**config.mk**
```make
export PLATFORM = sky130hd
export DESIGN_NAME = arb4_rr_ctrl
export DESIGN_NICKNAME = d
export VERILOG_FILES = /design/src/rtl/arb4_rr_ctrl_pkg.sv /design/src/rtl/arb4_rr_ctrl_mux4x1.sv /design/src/rtl/arb4_rr_ctrl.sv
export SDC_FILE = /design/constraint.sdc
export NUM_CORES = 1
export LEC_CHECK = 0
export ABC_CLOCK_PERIOD_IN_PS = 1700
export CELL_PAD_IN_SITES_DETAIL_PLACEMENT = 1
export CELL_PAD_IN_SITES_GLOBAL_PLACEMENT = 1
export CORE_MARGIN = 5
export CORE_UTILIZATION = 15
export CTS_CLUSTER_SIZE = 8
export DETAILED_ROUTE_END_ITERATION = 6
export MAX_ROUTING_LAYER = met4
export PLACE_DENSITY_LB_ADDON = 0.1
export SYNTH_ARGS = -nofsm -noshare
export SYNTH_HDL_FRONTEND = slang
export SYNTH_HIERARCHICAL = 1
export SYNTH_SLANG_ARGS = --single-unit
```
**constraint.sdc**
```tcl
create_clock -name CLK -period 1.7 [get_ports CLK]
set_input_delay 0.425 -clock CLK [delete_from_list [all_inputs] [get_ports CLK]]
set_output_delay 0.425 -clock CLK [all_outputs]
set_load 0.05 [all_outputs]
```
**src/rtl/arb4_rr_ctrl_pkg.sv**
```systemverilog
// Shared definitions for the four-way round-robin arbiter.
//   arb_state_e : arbiter FSM state encoding
//   NUM_REQ     : number of requesters
//   SEL_W       : width of a requester index / mux select
//   rr_pick     : round-robin winner search starting after the last winner
//   idx_onehot  : requester index to one-hot grant vector
package arb4_rr_ctrl_pkg;

  localparam int unsigned NUM_REQ = 4;
  localparam int unsigned SEL_W   = 2;

  typedef enum logic [0:0] {
    ARB_IDLE,
    ARB_GRANTED
  } arb_state_e;

  // Search order ptr+1, ptr+2, ptr+3, ptr. Walking the offsets from highest to
  // lowest lets the last hit be the highest-priority requester.
  function automatic logic [SEL_W-1:0] rr_pick(input logic [NUM_REQ-1:0] req,
                                               input logic [SEL_W-1:0]   ptr);
    logic [SEL_W-1:0] idx;
    logic [SEL_W-1:0] pick;
    pick = ptr;
    for (int i = NUM_REQ; i >= 1; i--) begin
      idx = ptr + SEL_W'(i);
      if (req[idx]) pick = idx;
    end
    return pick;
  endfunction

  function automatic logic [NUM_REQ-1:0] idx_onehot(input logic [SEL_W-1:0] idx);
    logic [NUM_REQ-1:0] oh;
    oh      = '0;
    oh[idx] = 1'b1;
    return oh;
  endfunction

endpackage

```
**src/rtl/arb4_rr_ctrl_mux4x1.sv**
```systemverilog
// 4:1 combinational data multiplexer for the shared arbiter port.
//   WIDTH : data width
//   sel   : input select, 0 picks IN_1 ... 3 picks IN_4
//   IN_1..IN_4 : data inputs
//   OUT   : selected data
module mux4X1 #(
  parameter int unsigned WIDTH = 32
) (
  input  logic [1:0]       sel,
  input  logic [WIDTH-1:0] IN_1,
  input  logic [WIDTH-1:0] IN_2,
  input  logic [WIDTH-1:0] IN_3,
  input  logic [WIDTH-1:0] IN_4,
  output logic [WIDTH-1:0] OUT
);

  always_comb begin
    OUT = IN_1;
    unique case (sel)
      2'd0: OUT = IN_1;
      2'd1: OUT = IN_2;
      2'd2: OUT = IN_3;
      2'd3: OUT = IN_4;
      default: OUT = IN_1;
    endcase
  end

endmodule

```
**src/rtl/arb4_rr_ctrl.sv**
```systemverilog
// Round-robin arbiter/sequencer sharing one WIDTH-bit datapath port among four
// requesters. A grant is held until DONE, until the granted requester drops its
// request, or (watchdog build) until it has been held TIMEOUT cycles.
// Optional feature macro: ARB_TIMEOUT_EN builds the watchdog and TIMEOUT_ERR.
//   CLK, RST    : clock, synchronous active-high reset
//   REQ[3:0]    : level requests, bit i belongs to IN_(i+1)
//   DONE        : completion strobe of the shared resource
//   IN_1..IN_4  : requester data
//   OUT         : data of requester SEL (combinational)
//   GNT[3:0]    : registered one-hot grant, zero when idle
//   SEL[1:0]    : registered index of the current or last grant
//   BUSY        : registered, high while a grant is held
//   TIMEOUT_ERR : registered one-cycle pulse after a forced release
import arb4_rr_ctrl_pkg::*;

module arb4_rr_ctrl #(
  parameter int unsigned WIDTH   = 32,
  parameter int unsigned TIMEOUT = 15
) (
  input  logic               CLK,
  input  logic               RST,
  input  logic [NUM_REQ-1:0] REQ,
  input  logic               DONE,
  input  logic [WIDTH-1:0]   IN_1,
  input  logic [WIDTH-1:0]   IN_2,
  input  logic [WIDTH-1:0]   IN_3,
  input  logic [WIDTH-1:0]   IN_4,
  output logic [WIDTH-1:0]   OUT,
  output logic [NUM_REQ-1:0] GNT,
  output logic [SEL_W-1:0]   SEL,
  output logic               BUSY,
  output logic               TIMEOUT_ERR
);

  arb_state_e       state;
  logic [SEL_W-1:0] ptr;
  logic [SEL_W-1:0] win;
  logic             any_req;
  logic             granted_req;
  logic             wd_expire;
  logic             release_now;

  // PTR already holds the current winner, so this also serves the re-evaluation
  // on release.
  assign win         = rr_pick(REQ, ptr);
  assign any_req     = |REQ;
  assign granted_req = REQ[SEL];
  assign release_now = DONE | ~granted_req | wd_expire;

`ifdef ARB_TIMEOUT_EN
  localparam int unsigned CntW = $clog2(TIMEOUT + 1);

  logic [CntW-1:0] wd_cnt;

  // wd_cnt counts completed cycles of the current grant, so the edge ending the
  // TIMEOUT-th cycle sees TIMEOUT-1.
  assign wd_expire = (state == ARB_GRANTED) && (wd_cnt == CntW'(TIMEOUT - 1));

  always_ff @(posedge CLK) begin
    if (RST) begin
      wd_cnt      <= '0;
      TIMEOUT_ERR <= 1'b0;
    end else begin
      // A forced release only when nothing else would have released the grant.
      TIMEOUT_ERR <= wd_expire & ~DONE & granted_req;
      if ((state != ARB_GRANTED) || release_now) begin
        wd_cnt <= '0;
      end else if (wd_cnt != {CntW{1'b1}}) begin
        wd_cnt <= wd_cnt + 1'b1;
      end
    end
  end
`else
  assign wd_expire   = 1'b0;
  assign TIMEOUT_ERR = 1'b0;
`endif

  always_ff @(posedge CLK) begin
    if (RST) begin
      state <= ARB_IDLE;
      ptr   <= SEL_W'(NUM_REQ - 1);
      GNT   <= '0;
      SEL   <= '0;
      BUSY  <= 1'b0;
    end else begin
      unique case (state)
        ARB_IDLE: begin
          // SEL is held here so OUT stays on the last granted input.
          if (any_req) begin
            state <= ARB_GRANTED;
            ptr   <= win;
            GNT   <= idx_onehot(win);
            SEL   <= win;
            BUSY  <= 1'b1;
          end
        end
        ARB_GRANTED: begin
          if (release_now) begin
            if (any_req) begin
              // Back-to-back grant; the sole requester may win again.
              ptr  <= win;
              GNT  <= idx_onehot(win);
              SEL  <= win;
              BUSY <= 1'b1;
            end else begin
              state <= ARB_IDLE;
              GNT   <= '0;
              BUSY  <= 1'b0;
            end
          end
        end
        default: begin
          state <= ARB_IDLE;
          GNT   <= '0;
          BUSY  <= 1'b0;
        end
      endcase
    end
  end

  mux4X1 #(
    .WIDTH(WIDTH)
  ) u_mux (
    .sel (SEL),
    .IN_1(IN_1),
    .IN_2(IN_2),
    .IN_3(IN_3),
    .IN_4(IN_4),
    .OUT (OUT)
  );

endmodule

```
**Word-level counts from Yosys, hierarchy flattened**

Cells that the tools add are included.

- Bits of input ports: 135
- Output and inout port bits: 40
- Bits in registers: 10
- Word-level logic and storage cells: 56

- Order comparisons: 6
- Multiplexer cells: 30
- Bitwise gates (word level): 3
- Equality and inequality tests: 5
- Add/sub/neg operators: 3
- Reduce and logical (&&, ||, !) cells: 4

Operators by type and width:

| kind | count |
|---|---|
| 32-bit case mux with 4 select lines | 1 |
| 2-bit by 3-bit < comparator with 1-bit output (second input constant) | 5 |
| 2-bit two-way mux | 7 |
| 4-bit two-way mux | 3 |
| 1-bit two-way mux | 9 |
| 1-bit binary-select mux with 2-bit select | 4 |
| 2-bit case mux with 2 select lines | 2 |
| 4-bit case mux with 2 select lines | 1 |
| 2-bit adder (second input constant) | 2 |
| 2-bit equality test (second input constant) | 2 |
| 1-bit case mux with 2 select lines | 2 |
| 4-bit OR reduction | 1 |
| 2-bit by 1-bit adder with 2-bit output (second input constant) | 1 |
| 1-bit demux with 2-bit select | 1 |
| 2-bit by 1-bit equality test with 1-bit output (second input constant) | 1 |
| 2-bit by 1-bit greater-or-equal comparator with 1-bit output (second input constant) | 1 |
| 2-bit zero test | 1 |
| 2-bit by 1-bit != test with 1-bit output (second input constant) | 1 |
| 2-bit != test (second input constant) | 1 |
| 1-bit inverter | 2 |
| 2-bit AND reduction | 1 |
| 1-bit logical AND | 1 |
| 1-bit bitwise OR | 1 |

**Longest topological paths before layout**

Gate-level depths: netlist of the first run.

- Word-level depth: 13
- Mapped depth: 6

**Hierarchy**

The synthesis of the first run kept the hierarchy.

Modules (own cells, without submodules):

| module | instances | cells each | area each (µm²) |
|---|---|---|---|
| mux4X1 | 1 | 39 | 814.5 |
| arb4_rr_ctrl | 1 | 58 | 500.5 |

**Least setup slack after synthesis of the first run**

OpenSTA, ideal clock, no wires.

- Kind: reg2out
- From: reg SEL[0]
- To: out OUT[28]
- Stages on the path, launching flop included: 3
- Slack: -459 ps
- Data arrival time: 1734 ps
- Required time: 1275 ps
- Path buffers: 1
- Cell sequence: dfxtp_1 > buf_6 > mux4_1

- Word-level cells in the longest chain between the ends: 2
- Elaborated cells on any way between the ends: 5
- Those cells by class: eq/ne (3); mux (1); reduce/logical (1)

Ends and longest elaborated chain:

| item | line | text |
|---|---|---|
| from (decl) | arb4_rr_ctrl.sv:30 | `output logic [SEL_W-1:0] SEL,` |
| from (signal assigned) | arb4_rr_ctrl.sv:93 | `SEL <= win;` |
| from (signal assigned) | arb4_rr_ctrl.sv:103 | `SEL <= win;` |
| 2-bit equality test, or another cell as far along | arb4_rr_ctrl_mux4x1.sv:19 | `unique case (sel)` |
| 32-bit case mux with 4 select lines * | arb4_rr_ctrl_mux4x1.sv:19 |  |
| to (decl) | arb4_rr_ctrl.sv:28 | `output logic [WIDTH-1:0] OUT,` |

Mark *: on every way between the ends. The rest lies on a longest branch, timed or not.

**Worst setup path in the final report of the first run**

- From: reg SEL[0]
- To: out OUT[8]

Same word-level chain as after synthesis.

==> flow_summary.toml, run 1 <==
[routing]
detail_route.first_pass.iterations = 4
drt_iter0_markers = 19
drc = 0
via_per_inst = 4.31
drtAntennaViolNets = 0
route.vias.total = 1717
post_drt_wl_per_cell_um = 20.4
wl_mm = 8.11

[floorplanning]
start_util_pct = 15.2
die_w_um = 104
die_area_mm2 = 0.0107
die_h_um = 104
coreArea_mm2 = 0.00864
ios = 175
row_count = 34

[worst_setup_path]
end_kind = "primary output"
crit_required_ps = 1270
critical_path_class = "reg -> out"
arrival_ps = 1540
cpMaxStageDelayCell = "mux4_2"
slowest_delay_ps = 520
r2r-start = "SEL[0]"
crit_fanout = 8
path_cells = "buf_8 -> mux4_2 -> buf_4"
worstReg2RegEnd = "GNT[2]"
reg2reg_setup_slack_ps = -150
reg2reg_depth = 8
start_kind = "flip-flop"

[power]
combPwrFrac_pct = 76.8
switching_share_pct = 44.2
power_frac_clock_pct = 11.4
vdd_drop_max_v = 0.000307
cellLeakagePower_nw = 1.33
switching_power_mw = 1.15
p_int_mw = 1.45
seq_power_share_pct = 11.8
power.density_mw_per_mm2 = 754

[worst_hold_path]
hold_class = "reg -> reg"
min_to = "GNT[1]"
hold_depth = 1
hp-start = "GNT[1]"

[grt]
gr-total-overflow = 0
grt_pass1_wl_mm = 12.4
grt_pass1_vias = 1988
antenna_found_initial = 0
grt_max_degree = 21
track_usage_pct = 15.1

[synthesis]
synth_cell_types = 31
async_flop_share_pct = 0
synthFlopType = "dfxtp_1"
synth-edff-count = 0
yosysMostFrequentCell = "mux4_2"
yosysTopAreaCellShare_pct = 51.4
syn_area_per_cell_um2 = 13.6
netlist_instances = 97
synth_common_cells = "mux4_2, dfxtp_1, a21oi_1, nor2_1, nor3_1"
syn_nets = 232
synth_seq_area_share_pct = 15.2
netlist_area_mm2 = 0.00132
yosys_warnings = 6
yosysTopAreaCell = "mux4_2"
synth_area_leaders = "mux4_2, dfxtp_1, buf_12, mux4_1, a21oi_1"
ys_seq_elements = 10

[cells_and_area]
n_antenna_cell = 0
fin_nets = 426
drive_gt1_share_pct = 39.3
syn_to_final_growth_pct = 163

[sta]
rsz0062_at_grt = "true"
period_minus_slack_ps = 1960
worst_hold_slack_ps = 488
skew_ps = 0.675
slew_viol_final = 0
setup_viol = 40
finalCritPeriodShare_pct = 115
setup_slack_ps = -263
fmax_ghz = 0.509
hold_viol = 0

[place]
dpl.hpwl_mm = 7.03
post-place-ws_ps = -423
io_buffers = 173
gp_congestion = 0.754

[clock_network]
clk_pin_slew_ps = 50
clockRootBuffer = "clkbuf_8"
clk_path_buf_depth = 2
clkLatencyLatePin_ps = 230
cts_tree = "done"
clock-sinks = 10
htree_levels = 1
numCtsBuffers = 3

[run]
drv_cap = 0

[outcome]
violations = "setup timing"
status = "finished, violations left"
## kinds of logic after synthesis
kind of cell	count (synthesis)	share of synthesized area, %
AOI/OAI and AO/OA	15	7.99
buffers and inverters	11	7.99
DFF	10	15.2
muxes	35	57.7
other	1	0.285
and+or+nand+nor	25	10.8
## per-stage QoR
stage	total power, mW	cell area (um^2)	cells	TNS [ps]	util (%)
floorplan	1.44	1310	97	-4440	-
global placement	2.17	3210	390	-9800	37.1
detailed placement	2.18	3210	390	-10250	37.1
CTS	2.65	3450	399	-9430	40.0
global route	2.73	3450	398	-10710	40.0
finish	2.60	3450	398	-8070	40.0
## flip-flops by register name (all words and copies together), names as in the netlist
signal,cells
state,1
BUSY,1
ptr,2
SEL,2
GNT,4
## layout make-up
class	instances	area, um^2
multi-input cells	76	1050
well taps	108	135
fillers	951	5180
repair buffers	199	2000
inverters	1	3.75
clock buffers	4	55.1
flip-flops and latches	10	205
## worst max-delay path: cells and delay by family, from the launching register on
kind	cells	cell delay, ps
mux	1	520
flops	1	410
buf+inv	2	380
## power by group through the flow
stage / Sequential [mW] / Clock [mW] / Combinational [mW]
3_3_place_gp: 0.307 / 0 / 1.87
5_1_grt: 0.314 / 0.322 / 2.09
3_5_place_dp: 0.307 / 0 / 1.87
6_report: 0.307 / 0.296 / 2.00
2_1_floorplan: 0.368 / 0 / 1.07
4_1_cts: 0.309 / 0.309 / 2.03
## metal layers
| layer | global-route usage (%) | routed length (um) | vias up |
|---|---|---|---|
| met1 | 17.6 | 3380 | 836 |
| met2 | 27.0 | 4150 | 81 |
| li1 | - | - | 798 |
| met5 | - | 0 | - |
| met4 | 1.41 | 12 | 0 |
| met3 | 4.10 | 568 | 2 |
## worst max-delay path by stage
stage                     startpoint  slack (ps)       to  depth (start not counted)
final                         SEL[0]        -260   OUT[8]                          3
after CTS                     SEL[0]        -310   OUT[8]                          3
after global placement        REQ[3]        -380   GNT[2]                          6
after detailed placement      REQ[1]        -420   GNT[2]                          6
after global routing          SEL[0]        -320  OUT[13]                          3
after floorplan               SEL[0]        -150   OUT[0]                          3
## cell usage in the layout, fill, tap and decap left out, types with 2 or more instances in the layout
| cell type | Yosys | routed |
|---|---|---|
| and3b_1 | 2 | 2 |
| nor3_1 | 4 | 4 |
| a21oi_1 | 6 | 4 |
| dfxtp_1 | 10 | 8 |
| nand2b_1 | 3 | 3 |
| a21oi_2 | 0 | 2 |
| mux4_2 | 30 | 32 |
| clkbuf_8 | 0 | 4 |
| buf_12 | 3 | 5 |
| clkdlybuf4s50_1 | 0 | 130 |
| a22o_1 | 2 | 2 |
| nor2_1 | 6 | 5 |
| nand2_1 | 3 | 3 |
| buf_6 | 1 | 24 |
| buf_4 | 1 | 34 |
| mux2i_4 | 0 | 2 |
| dlygate4sd2_1 | 0 | 4 |
| a22o_2 | 2 | 2 |
## timing repair
| action | in CTS | in global routing |
|---|---|---|
| hold buffers | 0 | 0 |
| setup endpoints to repair | 41 | 41 |
| setup buffers | 4 | 0 |
| gates cloned | 1 | 0 |
| pin swaps | 4 | 1 |
| gates resized for setup | 40 | 2 |
Note: power is estimated with default switching activity, not from simulation.
==> inputs of run 2 (changes only) <==
--- a/config.mk
+++ b/config.mk
@@ -6,6 +6,7 @@
 export NUM_CORES = 1
 export LEC_CHECK = 0
 export ABC_CLOCK_PERIOD_IN_PS = 1700
+export CAP_MARGIN = 20
 export CELL_PAD_IN_SITES_DETAIL_PLACEMENT = 1
 export CELL_PAD_IN_SITES_GLOBAL_PLACEMENT = 1
 export CORE_MARGIN = 5
==> results of run 2 <==
Same layout as run 1: the final DEF is identical, and so are final timing and power.
==> inputs of run 3 (changes only) <==
--- a/config.mk
+++ b/config.mk
@@ -5,12 +5,13 @@
 export SDC_FILE = /design/constraint.sdc
 export NUM_CORES = 1
 export LEC_CHECK = 0
-export ABC_CLOCK_PERIOD_IN_PS = 1700
+export ABC_CLOCK_PERIOD_IN_PS = 2100
 export CAP_MARGIN = 20
 export CELL_PAD_IN_SITES_DETAIL_PLACEMENT = 1
 export CELL_PAD_IN_SITES_GLOBAL_PLACEMENT = 1
 export CORE_MARGIN = 5
-export CORE_UTILIZATION = 15
+export CORE_UTILIZATION = 17
+export CTS_CLUSTER_DIAMETER = 50
 export CTS_CLUSTER_SIZE = 8
 export DETAILED_ROUTE_END_ITERATION = 6
 export MAX_ROUTING_LAYER = met4
==> constraint.sdc (replaced) <==
create_clock -name CLK -period 2.1 [get_ports CLK]
set_input_delay 0.525 -clock CLK [delete_from_list [all_inputs] [get_ports CLK]]
set_output_delay 0.525 -clock CLK [all_outputs]
set_load 0.05 [all_outputs]
==> flow_summary.toml, run 3 (synthesized netlist as in run 1, its figures left out) <==
[outcome]
status = "finished, violations left"
violations = "setup timing"

[worst_setup_path]
crit_required_ps = 1570
slowest_delay_ps = 510
critical_path_class = "in -> out"
start_kind = "input port"
end_kind = "primary output"
path_cells = "clkdlybuf4s50_1 -> mux4_2 -> buf_12"
crit_fanout = 1
arrival_ps = 1620
reg2reg_depth = 8
cpMaxStageDelayCell = "mux4_2"

[floorplanning]
start_util_pct = 17.2
row_count = 32
die_h_um = 98.0
ios = 175
die_w_um = 98.0
die_area_mm2 = 0.00959
coreArea_mm2 = 0.00765

[clock_network]
cts.hold.buffers_added = 0
numCtsBuffers = 3
cts_tree = "done"
clkLatencyLatePin_ps = 240
clk_pin_slew_ps = 50
clockRootBuffer = "clkbuf_8"
clock-sinks = 10
htree_levels = 1
clk_path_buf_depth = 2

[power]
power.density_mw_per_mm2 = 652
cellLeakagePower_nw = 1.66
vdd_drop_max_v = 0.000332
total_power_mw = 2.42

[cells_and_area]
drive_gt1_share_pct = 36.4
syn_to_final_growth_pct = 182
fin_util_pct = 48.6
final_cell_mix = "dlygate4sd2_1, buf_12, mux4_2"
fin_nets = 427
largest_reg_flops = 4
fin_area_mm2 = 0.00371
mostFrequentLayoutCell = "dlygate4sd2_1"
largest-register = "GNT"
reg.largest.list = "GNT: 4 flops, SEL: 2 flops, ptr: 2 flops"
n_fill_cell = 837

[sta]
setup_slack_ps = -40.4
slew_viol_final = 0
maxSlewHeadroom_pct = 65.9
hold_viol = 0
tightest_slew_ps = 509
rsz0062_at_grt = "true"
period_minus_slack_ps = 2140
setup_viol = 11
finalCritPeriodShare_pct = 102
fmax_ghz = 0.467
skew_ps = 2.48

[routing]
detail_route.first_pass.iterations = 4
via_per_inst = 4.55
post_drt_wl_per_cell_um = 23.6
drt_iter0_markers = 32
drtAntennaViolNets = 0
wl_mm = 9.32
drc = 0
route.vias.total = 1797

[grt]
track_usage_pct = 19.0
grt_max_degree = 17
grt_pass1_vias = 1896
antenna_found_initial = 2
grt_pass1_wl_mm = 13.3
gr-total-overflow = 0

[place]
io_buffers = 173
gp_congestion = 0.873
dpl.hpwl_mm = 7.73
post-place-ws_ps = -136
dpl-instance-area_mm2 = 0.00356

[run]
drv_cap = 0

[worst_hold_path]
hold_class = "reg -> reg"
hold_depth = 2
## run 3: changes by cell type in the layout (fill, tap and decap cells not counted), moves of 2 or more
| cell | change |
|---|---|
| a21oi_1 | +2 |
| a21oi_2 | -2 |
| buf_12 | +32 |
| buf_4 | -19 |
| buf_6 | -22 |
| buf_8 | +3 |
| clkbuf_16 | +2 |
| clkdlybuf4s50_1 | -101 |
| diode_2 | +2 |
| dlygate4sd2_1 | +99 |
| dlymetal6s2s_1 | +6 |
| mux2i_2 | +2 |
| mux2i_4 | -2 |
## run 3: path summary, 6_finish.rpt
check / from / endpoint / slack [ps]
max: IN_3[6] / OUT[6] / -40
min: BUSY / BUSY / 480
max reg2reg: SEL[0] / GNT[2] / 80
min reg2reg: BUSY / BUSY / 480
## run 3: report_power, final
part           total [mW]  internal (mW)  switching, mW
combinational        1.93           1.02          0.910
sequential          0.247          0.216         0.0308
clock               0.242          0.165         0.0770
## run 3: per-stage QoR
| step | hold slack, ps | setup TNS (ps) | instances |
|---|---|---|---|
| 2_1_floorplan | 513 | 0 | 97 |
| 3_3_place_gp | 470 | -659 | 378 |
| 3_5_place_dp | 468 | -1250 | 378 |
| 4_1_cts | 482 | -159 | 390 |
| 5_1_grt | 510 | -1080 | 395 |
| 6_report | 479 | -201 | 395 |
## run 3: cell type report
cell class | count | area (um^2) | share of cell area [%]
Antenna cell | 2 | 5.00 | 0.135
Clock buffer | 4 | 55.1 | 1.48
Inverter | 1 | 3.75 | 0.101
Multi-Input combinational cell | 76 | 1010 | 27.2
Sequential cell | 10 | 204 | 5.49
Tap cell | 102 | 128 | 3.44
Timing Repair Buffer | 200 | 2310 | 62.2
## run 3: repair_timing
item	4_1_cts	5_1_grt
gates cloned	2	2
hold endpoints to repair	0	0
setup buffers	6	1
setup endpoints to repair	32	34
pin swaps	0	0
resized for setup	116	10
## run 3: worst max-delay path: cells and delay by family
kind,cells,cell delay [ps]
buffers and inverters,2,580
multiplexers,1,510
## run 3: routing by layer
metal	share of wire [%]	wire [um]	up-vias	track usage, %
met5	0	0	-	-
met4	0.15	14	0	1.60
met3	7.0	653	2	5.36
met2	49	4600	89	31.8
met1	44	4060	896	23.7
li1	-	-	810	-
